<file path="src/rtl/mem_writeback_cycle_pkg.sv">
// Shared encodings for the memory/writeback stages: register-write load codes,
// result-source and store-size selects, and the data-memory handshake FSM states.
package mem_writeback_cycle_pkg;

    localparam logic [2:0] LD_NONE   = 3'b000;
    localparam logic [2:0] LD_WORD   = 3'b001;
    localparam logic [2:0] LD_BYTE_S = 3'b010;
    localparam logic [2:0] LD_HALF_S = 3'b011;
    localparam logic [2:0] LD_BYTE_U = 3'b100;
    localparam logic [2:0] LD_HALF_U = 3'b101;

    localparam logic [1:0] RES_ALU  = 2'b00;
    localparam logic [1:0] RES_LOAD = 2'b01;
    localparam logic [1:0] RES_PC4  = 2'b10;
    localparam logic [1:0] RES_CSR  = 2'b11;

    localparam logic [1:0] MW_NONE = 2'b00;
    localparam logic [1:0] MW_BYTE = 2'b01;
    localparam logic [1:0] MW_HALF = 2'b10;
    localparam logic [1:0] MW_WORD = 2'b11;

    typedef enum logic [1:0] {
        ST_IDLE = 2'b00,
        ST_REQ  = 2'b01,
        ST_RESP = 2'b10
    } mem_state_e;

endpackage

</file>
<file path="src/rtl/mem_writeback_cycle_load_store_align.sv">
// Byte-lane steering for the data-memory port: store strobes/replicated data
// and load lane selection with sign or zero extension.
module load_store_align
    import mem_writeback_cycle_pkg::*;
(
    input  logic [1:0]  mem_write_i,
    input  logic [2:0]  load_code_i,
    input  logic [1:0]  addr_lo_i,
    input  logic [31:0] store_data_i,
    input  logic [31:0] load_word_i,
    output logic [3:0]  wstrb_o,
    output logic [31:0] wdata_o,
    output logic [31:0] load_data_o
);

    logic [7:0]  lane_byte;
    logic [15:0] lane_half;

    // NOTE: every always_comb output gets a default first so no path leaves it unassigned (no latch).
    always_comb begin
        wstrb_o = 4'b0000;
        wdata_o = store_data_i;
        case (mem_write_i)
            MW_BYTE: begin
                wstrb_o = 4'b0001 << addr_lo_i;
                wdata_o = {4{store_data_i[7:0]}};
            end
            MW_HALF: begin
                wstrb_o = addr_lo_i[1] ? 4'b1100 : 4'b0011;
                wdata_o = {2{store_data_i[15:0]}};
            end
            MW_WORD: wstrb_o = 4'b1111;
            default: wstrb_o = 4'b0000;
        endcase
    end

    always_comb begin
        lane_byte = load_word_i[7:0];
        case (addr_lo_i)
            2'd1:    lane_byte = load_word_i[15:8];
            2'd2:    lane_byte = load_word_i[23:16];
            2'd3:    lane_byte = load_word_i[31:24];
            default: lane_byte = load_word_i[7:0];
        endcase
        // Halfword lane ignores addr[0]; misaligned halves are not split.
        lane_half = addr_lo_i[1] ? load_word_i[31:16] : load_word_i[15:0];

        load_data_o = load_word_i;
        case (load_code_i)
            LD_BYTE_S: load_data_o = {{24{lane_byte[7]}}, lane_byte};
            LD_HALF_S: load_data_o = {{16{lane_half[15]}}, lane_half};
            LD_BYTE_U: load_data_o = {24'd0, lane_byte};
            LD_HALF_U: load_data_o = {16'd0, lane_half};
            default:   load_data_o = load_word_i;
        endcase
    end

endmodule

</file>
<file path="src/rtl/mem_writeback_cycle.sv">
// Memory and writeback stages: EX/MEM and MEM/WB registers, valid/ready data-memory
// handshake FSM with upstream stall, and the register-file write-port result mux.
module mem_writeback_cycle
    import mem_writeback_cycle_pkg::*;
#(
    parameter int XLEN = 32
) (
    input  logic            clk,
    input  logic            rst,
    input  logic [2:0]      RegWriteE,
    input  logic [1:0]      ResultSrcE,
    input  logic [1:0]      MemWriteE,
    input  logic [XLEN-1:0] ALUResultE,
    input  logic [XLEN-1:0] WriteDataE,
    input  logic [XLEN-1:0] CSRDataE,
    input  logic [XLEN-1:0] PCPlus4E,
    input  logic [4:0]      RDE,
    output logic [XLEN-1:0] ALUResultM,
    output logic [4:0]      RDM,
    output logic [2:0]      RegWriteM,
    output logic            MemStall,
    output logic            dmem_req_valid,
    input  logic            dmem_req_ready,
    output logic            dmem_we,
    output logic [XLEN-1:0] dmem_addr,
    output logic [XLEN-1:0] dmem_wdata,
    output logic [3:0]      dmem_wstrb,
    input  logic            dmem_rvalid,
    input  logic [XLEN-1:0] dmem_rdata,
    output logic [2:0]      RegWriteW,
    output logic [4:0]      RDW,
    output logic [XLEN-1:0] ResultW
);

    logic [2:0]      reg_write_m_q;
    logic [1:0]      result_src_m_q;
    logic [1:0]      mem_write_m_q;
    logic [XLEN-1:0] alu_result_m_q;
    logic [XLEN-1:0] write_data_m_q;
    logic [XLEN-1:0] csr_data_m_q;
    logic [XLEN-1:0] pc_plus4_m_q;
    logic [4:0]      rd_m_q;

    logic [2:0]      reg_write_w_q;
    logic [1:0]      result_src_w_q;
    logic [XLEN-1:0] alu_result_w_q;
    logic [XLEN-1:0] load_data_w_q;
    logic [XLEN-1:0] csr_data_w_q;
    logic [XLEN-1:0] pc_plus4_w_q;
    logic [4:0]      rd_w_q;

    mem_state_e      state_q, state_d;
    logic            is_store, is_load, mem_op, completing, req_valid;
    logic [XLEN-1:0] load_data;

    assign is_store = (mem_write_m_q != MW_NONE);
    assign is_load  = (result_src_m_q == RES_LOAD);
    assign mem_op   = is_store | is_load;

    always_comb begin
        state_d    = state_q;
        req_valid  = 1'b0;
        completing = 1'b0;
        case (state_q)
            ST_IDLE, ST_REQ: begin
                if (mem_op) begin
                    req_valid = 1'b1;
                    if (dmem_req_ready) begin
                        completing = is_store;
                        state_d    = is_store ? ST_IDLE : ST_RESP;
                    end else begin
                        state_d = ST_REQ;
                    end
                end
            end
            ST_RESP: begin
                if (dmem_rvalid) begin
                    completing = 1'b1;
                    state_d    = ST_IDLE;
                end
            end
            default: state_d = ST_IDLE;
        endcase
    end

    assign MemStall = mem_op & ~completing;

    // NOTE: sequential state uses non-blocking assignments so all registers update from pre-edge values.
    always_ff @(posedge clk or negedge rst) begin
        if (!rst) begin
            state_q <= ST_IDLE;
        end else begin
            state_q <= state_d;
        end
    end

    always_ff @(posedge clk or negedge rst) begin
        if (!rst) begin
            reg_write_m_q  <= LD_NONE;
            result_src_m_q <= RES_ALU;
            mem_write_m_q  <= MW_NONE;
            alu_result_m_q <= '0;
            write_data_m_q <= '0;
            csr_data_m_q   <= '0;
            pc_plus4_m_q   <= '0;
            rd_m_q         <= '0;
        end else if (!MemStall) begin
            reg_write_m_q  <= RegWriteE;
            result_src_m_q <= ResultSrcE;
            mem_write_m_q  <= MemWriteE;
            alu_result_m_q <= ALUResultE;
            write_data_m_q <= WriteDataE;
            csr_data_m_q   <= CSRDataE;
            pc_plus4_m_q   <= PCPlus4E;
            rd_m_q         <= RDE;
        end
    end

    load_store_align u_align (
        .mem_write_i  (mem_write_m_q),
        .load_code_i  (reg_write_m_q),
        .addr_lo_i    (alu_result_m_q[1:0]),
        .store_data_i (write_data_m_q),
        .load_word_i  (dmem_rdata),
        .wstrb_o      (dmem_wstrb),
        .wdata_o      (dmem_wdata),
        .load_data_o  (load_data)
    );

    // A stalled MEM instruction must not reach WB yet, so WB takes a bubble each stall cycle.
    always_ff @(posedge clk or negedge rst) begin
        if (!rst) begin
            reg_write_w_q  <= LD_NONE;
            result_src_w_q <= RES_ALU;
            alu_result_w_q <= '0;
            load_data_w_q  <= '0;
            csr_data_w_q   <= '0;
            pc_plus4_w_q   <= '0;
            rd_w_q         <= '0;
        end else if (MemStall) begin
            reg_write_w_q <= LD_NONE;
        end else begin
            reg_write_w_q  <= reg_write_m_q;
            result_src_w_q <= result_src_m_q;
            alu_result_w_q <= alu_result_m_q;
            load_data_w_q  <= load_data;
            csr_data_w_q   <= csr_data_m_q;
            pc_plus4_w_q   <= pc_plus4_m_q;
            rd_w_q         <= rd_m_q;
        end
    end

    always_comb begin
        ResultW = alu_result_w_q;
        case (result_src_w_q)
            RES_LOAD: ResultW = load_data_w_q;
            RES_PC4:  ResultW = pc_plus4_w_q;
            RES_CSR:  ResultW = csr_data_w_q;
            default:  ResultW = alu_result_w_q;
        endcase
    end

    assign ALUResultM     = alu_result_m_q;
    assign RDM            = rd_m_q;
    assign RegWriteM      = reg_write_m_q;
    assign dmem_req_valid = req_valid;
    assign dmem_we        = is_store;
    assign dmem_addr      = {alu_result_m_q[XLEN-1:2], 2'b00};
    assign RegWriteW      = reg_write_w_q;
    assign RDW            = rd_w_q;

endmodule

</file>
<file path="config.mk">
export PLATFORM = sky130hd
export DESIGN_NAME = mem_writeback_cycle
export DESIGN_NICKNAME = d
export VERILOG_FILES = /design/src/rtl/mem_writeback_cycle_pkg.sv /design/src/rtl/mem_writeback_cycle_load_store_align.sv /design/src/rtl/mem_writeback_cycle.sv
export SDC_FILE = /design/constraint.sdc
export NUM_CORES = 1
export LEC_CHECK = 0
export CAP_MARGIN = 40
export CORE_UTILIZATION = 49
export DETAILED_ROUTE_END_ITERATION = 10
export GPL_TIMING_DRIVEN = 0
export HOLD_SLACK_MARGIN = 0.1
export PLACE_DENSITY = 0.8
export SYNTH_ARGS = -nofsm -noshare
export SYNTH_HDL_FRONTEND = slang
export SYNTH_SLANG_ARGS = --single-unit
</file>
<file path="constraint.sdc">
create_clock -name clk -period 2.4 [get_ports clk]
set_input_delay 0.72 -clock clk [delete_from_list [all_inputs] [get_ports clk]]
set_output_delay 0.72 -clock clk [all_outputs]
set_load 0.005 [all_outputs]
</file>
# Word level (Yosys, flattened, before mapping)
# Cells that the tools add are included.
[word_totals]
input_bits = 176
word_cells = 61
reg_bits = 280
output_inout_bits = 151
[op_classes]
reduce_logical = 4
n_eq_ne = 18
n_shift = 1
bitwise_logic = 3
n_mux = 19
[op_table]
columns = ["cell", "n"]
rows = [
  ["$pmux 32 s4", 1],
  ["$pmux 32 s3", 1],
  ["$pmux 32 s2", 1],
  ["$pmux 8 s3", 1],
  ["$mux 16", 1],
  ["$eq 2x2->1 const B", 7],
  ["$pmux 4 s3", 1],
  ["$eq 2x1->1 const B", 5],
  ["$mux 2", 4],
  ["$eq 3x2->1 const B", 2],
  ["$eq 3x3->1 const B", 2],
  ["$mux 1", 5],
  ["$mux 4", 1],
  ["$ne 2x2->1 const B", 2],
  ["$pmux 2 s2", 1],
  ["$shl 1x2->4 const A", 1],
  ["$mux 3", 1],
  ["$logic_not 2->1", 1],
  ["$pmux 1 s2", 1],
  ["$reduce_and 2->1", 1],
  ["$reduce_bool 2->1", 1],
  ["$reduce_or 2->1", 1],
  ["$and 1x1->1", 1],
  ["$not 1->1", 1],
  ["$or 1x1->1", 1],
]

# Longest topological paths before layout
# Gate-level depths: netlist of run 1.
[logic_depth]
ltp_word = 7
ltp_mapped = 11

# By module
# From an unflattened synthesis of run 1, not the netlist that was laid out.
[unflattened]
cells_unflattened = 895
hier_area_um2 = 12638.4
[by_module_without_submodules]
columns = ["module", "seq_area_each_um2", "area_per_inst_um2", "cells_per_inst", "n_inst"]
rows = [
  ["mem_writeback_cycle", 7006.7, 11421.0, 676, 1],
  ["load_store_align", 0.0, 1217.4, 219, 1],
]

# Worst setup path before layout of run 1
# No wires, ideal clock.
[synth_timing]
path_type = "reg-to-output"
startpoint = "register mem_write_m_q[0]"
endpoint = "output dmem_wdata[10]"
path_buffers = 2
t_arrival_ps = 1428
required_time_ps = 1680
stages_incl_launch_ff = 7
setup_slack_ps = 252
path_cell_list = "dfrtp_1 inv_1 ha_1 clkbuf_1 and2_1 clkbuf_1 a22o_1"
[synth_via]
elab_chain_cells = 2
[synth_rtl]
columns = ["element", "line_no", "rtl"]
rows = [
  ["start, declared", "mem_writeback_cycle.sv:37", "logic [1:0] mem_write_m_q;"],
  ["start signal, assigned", "mem_writeback_cycle.sv:110", "mem_write_m_q <= MemWriteE;"],
  ["$eq 2x2->1 / $eq 2x1->1 (equally long branches)", "mem_writeback_cycle_load_store_align.sv:23", "case (mem_write_i)"],
  ["$pmux 32 s2 (*)", "mem_writeback_cycle_load_store_align.sv:23", ""],
  ["end, declared", "mem_writeback_cycle.sv:26", "output logic [XLEN-1:0] dmem_wdata,"],
]
# Every way passes the cells marked *; elsewhere a longest branch is shown, timed or not.

# Final worst setup path of run 1
[layout_timing]
startpoint = "register mem_write_m_q[0]"
endpoint = "output dmem_wdata[27]"
# The elaborated chain is that of the path after synthesis.

==> metrics, run 1 <==
most frequent cells in the layout 741 x nand2_1, 268 x dfrtp_1, 259 x clkdlybuf4s50_1; via count 11,700; post-route ant nets 0; # IOs 327; Avg Cell Area, Syn approximately 8.9 um2; CORE AREA 25,200 um2; TritonCTS Sinks 280; RSZ-0062 raised after global routing yes; Top delay family on crit path buffers and inverters; Startpoint Class flop; Util after Layout 72.3%; hold buffers post-CTS 0; DRC viols 0; row count 58; area growth from synthesis to layout 44.4%; largest net degree at the start of global routing 119; wire per inst about 20 um; Clk pwr share 14.6%; most common cell after layout, fill and taps aside nand2_1; Reg clk slew, reported paths 60 ps; element type at the critical path end output port; max incr delay on CP 390 ps; Yosys cell types 42; Routability Congestion ~0.90; CP bufs+invs 5; total power approximately 32 mW; Synthesis Warnings 0; Final nets 2,000; Hold Crit Class primary input to asynchronous set/reset pin; cells along the critical path inv_2 -> ha_4 -> buf_6 -> clkbuf_16 -> buf_12 -> nor2_4 -> a21oi_2 -> buf_2; Tot GR Track Use 32.3%; count of final setup violators 67; total die area 26,400 um2; H-Tree Depth 1; Starting DRT DRC Count 1,196; sequential share of the synthesized area 55.5%; Setup Skew 15.3 ps; setup TNS -17,010 ps; internal power 18.2 mW; DP HPWL 29.1 mm; Final WS setup -388 ps; Crit Path Category flop to output port; Leakage 8.97 nW; root buffer cell clkbuf_16; number of I/O port buffers 324; failing checks setup timing; share of cells above drive strength 1 a little over a fifth; Post-Syn Area 12,600 um2; Starting Density approximately 50%; switching share of power 42.3%; sequential power share 28.6%; Placed Area 16,300 um2; Critical-path top delay cell dfrtp_1; die extent in y between 150 and 200 um; CTS tree built; worst slack at placement -985 ps; Syn Inst Count ~1,400; remaining global-route overflow 0; FF+latch count, synth between 200 and 300; post-layout instance area 18,200 um2; Logic pwr share 56.7%; final hold vios 0; first drt pass iteration count 8; status finished, violations left; crit path time final about 2800 ps; Max Cap Viol 0; Tcrit/Tclk final 116%; Vias/cell 5.35; clock buffer depth 3; Die X ~160 um; initial antenna violation count 11; power per standard cell area 1730 nW/um2; Final Max Tran Viols 0; crit-path max FO 7; peak supply drop 0.965 mV; WP data arrival 2070 ps; Switch Pwr roughly 13 mW; FMAX 0.359 GHz; headroom to the max-slew limit 53.9%; Clock Latency Late Sink 550 ps; vias in the first global route 11,700; WL final 42.6 mm; TritonCTS buffer count 29; data required time of the worst path 1680 ps; Least-Margin Pin Slew 691 ps; first-pass GRT wire length 65.0 mm
## path summary, 6_finish.rpt
kind | from | endpoint | slack [ps] | depth (start not counted)
setup / recovery | mem_write_m_q[0] | dmem_wdata[27] | -390 | 8
hold / removal | rst | ALUResultM[31] | 100 | 1
setup reg to reg | mem_write_m_q[0] | pc_plus4_w_q[23] | -20 | 11
hold reg to reg | RDW[3] | RDW[3] | 470 | 2
max in group asynchronous | rst | alu_result_w_q[6] | 1340 | 2
min in group clk | RDW[3] | RDW[3] | 470 | 2
## timing repair
action	4_1_cts	5_1_grt
pin swaps	42	10
gates cloned	4	0
setup buffers	45	10
endpoints found under the setup margin	164	89
gates resized for setup	389	63
## cell usage after synthesis (all sizes together)
cell type  count  share of area, %
mux2i          3              0.24
inv           15              0.45
ha             5              0.50
and2           4              0.20
a211oi         8              0.48
a211o          1             0.069
a221oi         3              0.21
mux2          11               1.0
nor2          51               1.6
a22o           8              0.56
a22oi          9              0.64
nor3          11              0.44
a31oi          4              0.20
a21o           1             0.060
nand2b         5              0.25
dfrtp        280                56
o21ba          1             0.079
o22ai         12              0.60
nand2        746                22
a21oi         36               1.5
nand3          5              0.24
nand3b         1             0.060
mux4          32               5.7
nor2b          3              0.15
buf           86               4.6
clkbuf        40               1.2
conb           1             0.030
xnor2          1             0.069
o21ai         27               1.2
or2            1             0.050
## sequential cells by signal, summed over array words and instances (netlist names)
| signal | cells |
|---|---|
| ALUResultM | 32 |
| RDM | 5 |
| RDW | 5 |
| RegWriteM | 3 |
| RegWriteW | 3 |
| alu_result_w_q | 32 |
| csr_data_m_q | 32 |
| csr_data_w_q | 32 |
| load_data_w_q | 32 |
| mem_write_m_q | 2 |
| pc_plus4_m_q | 32 |
| pc_plus4_w_q | 32 |
| result_src_m_q | 2 |
| result_src_w_q | 2 |
| state_q | 2 |
| write_data_m_q | 32 |
## metrics by stage
| stage | std cells | hold slack [ps] |
|---|---|---|
| floorplan | 1412 | 424 |
| global placement | 2066 | 444 |
| detailed placement | 2068 | 451 |
| CTS | 2166 | 111 |
| global route | 2179 | 133 |
| finish | 2182 | 103 |
## kinds of logic after synthesis
family / count (synthesis) / share of synthesized area (%)
other cells: 1 / 0.0297
mux: 46 / 6.96
flops: 280 / 55.5
simple gates: 827 / 25.2
buf+inv: 141 / 6.21
compound gates: 110 / 5.53
xor+xnor: 1 / 0.0694
fa+ha+maj: 5 / 0.496
## routing by layer
metal,vias up,wire length (um),GRT usage [%]
met1,5619,16200,41.4
met4,0,1650,12.2
li1,5276,-,-
met5,-,0,0
met2,655,20500,53.9
met3,128,4210,6.90
## power groups by stage
stage,clock (mW),combinational (mW),sequential (mW)
CTS,4.65,17.0,8.93
global placement,0,15.3,8.83
finish,4.62,17.9,9.04
global route,4.83,19.4,9.28
floorplan,0,8.88,8.34
detailed placement,0,15.7,8.90
## cell type report
type,instances,area (um2)
Antenna cell,10,25.0
Clock buffer,41,851
Inverter,15,65.1
Multi-Input combinational cell,991,5130
Timing Repair Buffer,384,3720
Fill cell,1792,6970
Tap cell,330,413
Clock inverter,13,134
Sequential cell,280,7020
Buffer,118,842
Note: power is estimated with default switching activity, not from simulation.
==> run 2, diff against run 1 <==
--- a/config.mk
+++ b/config.mk
@@ -6,6 +6,7 @@
 export NUM_CORES = 1
 export LEC_CHECK = 0
 export CAP_MARGIN = 40
+export CORE_MARGIN = 2
 export CORE_UTILIZATION = 49
 export DETAILED_ROUTE_END_ITERATION = 10
 export GPL_TIMING_DRIVEN = 0
==> run 2 against run 1 <==
- the run still ends with setup timing left
- cell count fell by 0.60%
- utilization fell by 0.78 points
- setup slack got worse by 16 ps
- critical path depth fell by 2
- clock skew rose by 18 ps
- die area rose by 2.5%
- global-route usage fell by 1.2 points
- critical endpoint is now dmem_wdata[14]
==> metrics, run 2 (synthesis results as in run 1) <==
status finished, violations left; failing checks setup timing; total power 31.3 mW (-1.0%); Leakage 8.92 nW (-0.59%); hold buffers post-CTS 0 (unchanged); Starting DRT DRC Count 1,007 (-16%); cells along the critical path inv_2 -> ha_4 -> and2_4 -> buf_6 -> a22o_1 -> buf_2; WP data arrival 2080 ps (about the same); WL final 43.5 mm (+2.2%); clock buffer depth 3 (unchanged); area growth from synthesis to layout 43.2%; met3 Use GR 8.31% (+1.4 points); vias in the first global route 11,600 (-0.79%); count of final setup violators 63 (-6.0%); first-pass GRT wire length 63.6 mm (-2.0%); power per standard cell area 1730 nW/um2 (-0.24%); total die area 27,000 um2 (+2.5%); Setup Skew 33.3 ps (+18.1 ps); Vias/cell 5.36 (+0.19%); worst slack at placement -942 ps (+43.2 ps); # IOs 327 (unchanged); Non-Filler Instances 2,169 (-0.60%); Starting Density 50.0% (-0.14 points); Tcrit/Tclk final 117% (+0.68 points); Reg clk slew, reported paths 60 ps (about the same); Startpoint Class flop; share of cells above drive strength 1 20.1% (-0.80 points); most common cell after layout, fill and taps aside nand2_1; Least-Margin Pin Slew 741 ps (+50.3 ps); most frequent cells in the layout 740 x nand2_1, 272 x dfrtp_1, 260 x clkdlybuf4s50_1; via count 11,600 (-0.41%); TritonCTS buffer count 29 (unchanged); CTS tree built; met1 usage 38.1% (-3.3 points); RSZ-0062 raised after global routing yes; number of I/O port buffers 324 (unchanged); row count 58 (unchanged); Tot GR Track Use 31.1% (-1.2 points); Placed Cells 2,069 (+0.048%); Hold Crit Class primary input to asynchronous set/reset pin; post-route ant nets 0 (unchanged); GRT Max-Usage Layer met2; Die X 164 um (+1.2%); Routability Congestion 0.881 (-2.0%); Critical-path top delay cell dfrtp_1; DP HPWL 29.2 mm (+0.33%); element type at the critical path end output port; data required time of the worst path 1680 ps (about the same); FMAX 0.357 GHz (-0.58%); post-layout instance area 18,100 um2 (-0.79%); Clock Latency Late Sink 560 ps (about the same); setup TNS -18,190 ps (-1190 ps); crit-path max FO 7 (unchanged); Crit Path Category flop to output port; crit path time final 2800 ps (+16.4 ps); root buffer cell clkbuf_16; met2 Usage GRT 51.9% (-2.0 points); largest net degree at the start of global routing 79 (-34%); max incr delay on CP 440 ps (+50 ps); final hold vios 0 (unchanged); headroom to the max-slew limit 50.6% (-3.4 points); first drt pass iteration count 6 (-2); CORE AREA 25,300 um2 (+0.29%); hold slack 85.2 ps (-18.0 ps); Final Max Tran Viols 0 (unchanged); Placed Area 16,400 um2 (+0.17%); TritonCTS Sinks 280 (unchanged); remaining global-route overflow 0 (unchanged); wire per inst 20.1 um (+2.8%); Max Cap Viol 0 (unchanged); Util after Layout 71.5% (-0.78 points); H-Tree Depth 1 (unchanged); peak supply drop 1.15 mV (+19%); Final nets 1,991 (-0.45%); die extent in y 164 um (+1.2%); DRC viols 0 (unchanged); initial antenna violation count 14 (+3); Final WS setup -405 ps (-16.4 ps)
==> run 2: worst paths after layout <==
kind	from	endpoint	slack, ps	depth (start not counted)
worst max-delay path	mem_write_m_q[0]	dmem_wdata[14]	-400	6
worst min-delay path	rst	RegWriteM[2]	90	1
worst max register to register	mem_write_m_q[0]	pc_plus4_m_q[25]	0	10
worst min register to register	csr_data_w_q[2]	csr_data_w_q[2]	460	2
max in group asynchronous	rst	csr_data_w_q[10]	1140	3
min in group clk	csr_data_w_q[2]	csr_data_w_q[2]	460	2
==> run 2: critical path: cells and delay by family, from the launching register on <==
family                   cells  cell delay [ps]
adder cells (fa/ha/maj)      1              360
buffers and inverters        3              330
AND/OR/NAND/NOR              1              240
AO/OA/AOI/OAI                1              140
flip-flops                   1              440
==> run 2: layout make-up <==
cell class | count | area, um2
Sequential cell | 280 | 7020
Buffer | 119 | 852
Antenna cell | 8 | 20.0
Tap cell | 330 | 413
Inverter | 15 | 65.1
Clock buffer | 42 | 875
Timing Repair Buffer | 374 | 3580
Multi-Input combinational cell | 991 | 5080
Fill cell | 1827 | 7190
Clock inverter | 10 | 159
==> run 2: layer usage <==
layer | routed length [um] | share of wire, %
met5 | 54 | 0.12
met4 | 1950 | 4.5
met3 | 4580 | 11
met2 | 21200 | 49
met1 | 15800 | 36
==> run 2: report_power, final <==
group / internal (mW) / switching [mW] / total, mW / leakage (nW)
Clock: 2.94 / 1.90 / 4.84 / 0.506
Sequential: 7.20 / 1.83 / 9.04 / 3.42
Combinational: 7.89 / 9.49 / 17.4 / 5.00
Total: 18.0 / 13.2 / 31.3 / 8.92
==> run 2: timing repair <==
item                       4_1_cts  5_1_grt
cloned                           2        0
setup endpoints to repair      144      118
gates resized for setup        342       71
setup buffers                   29       18
pin swaps                       26       11
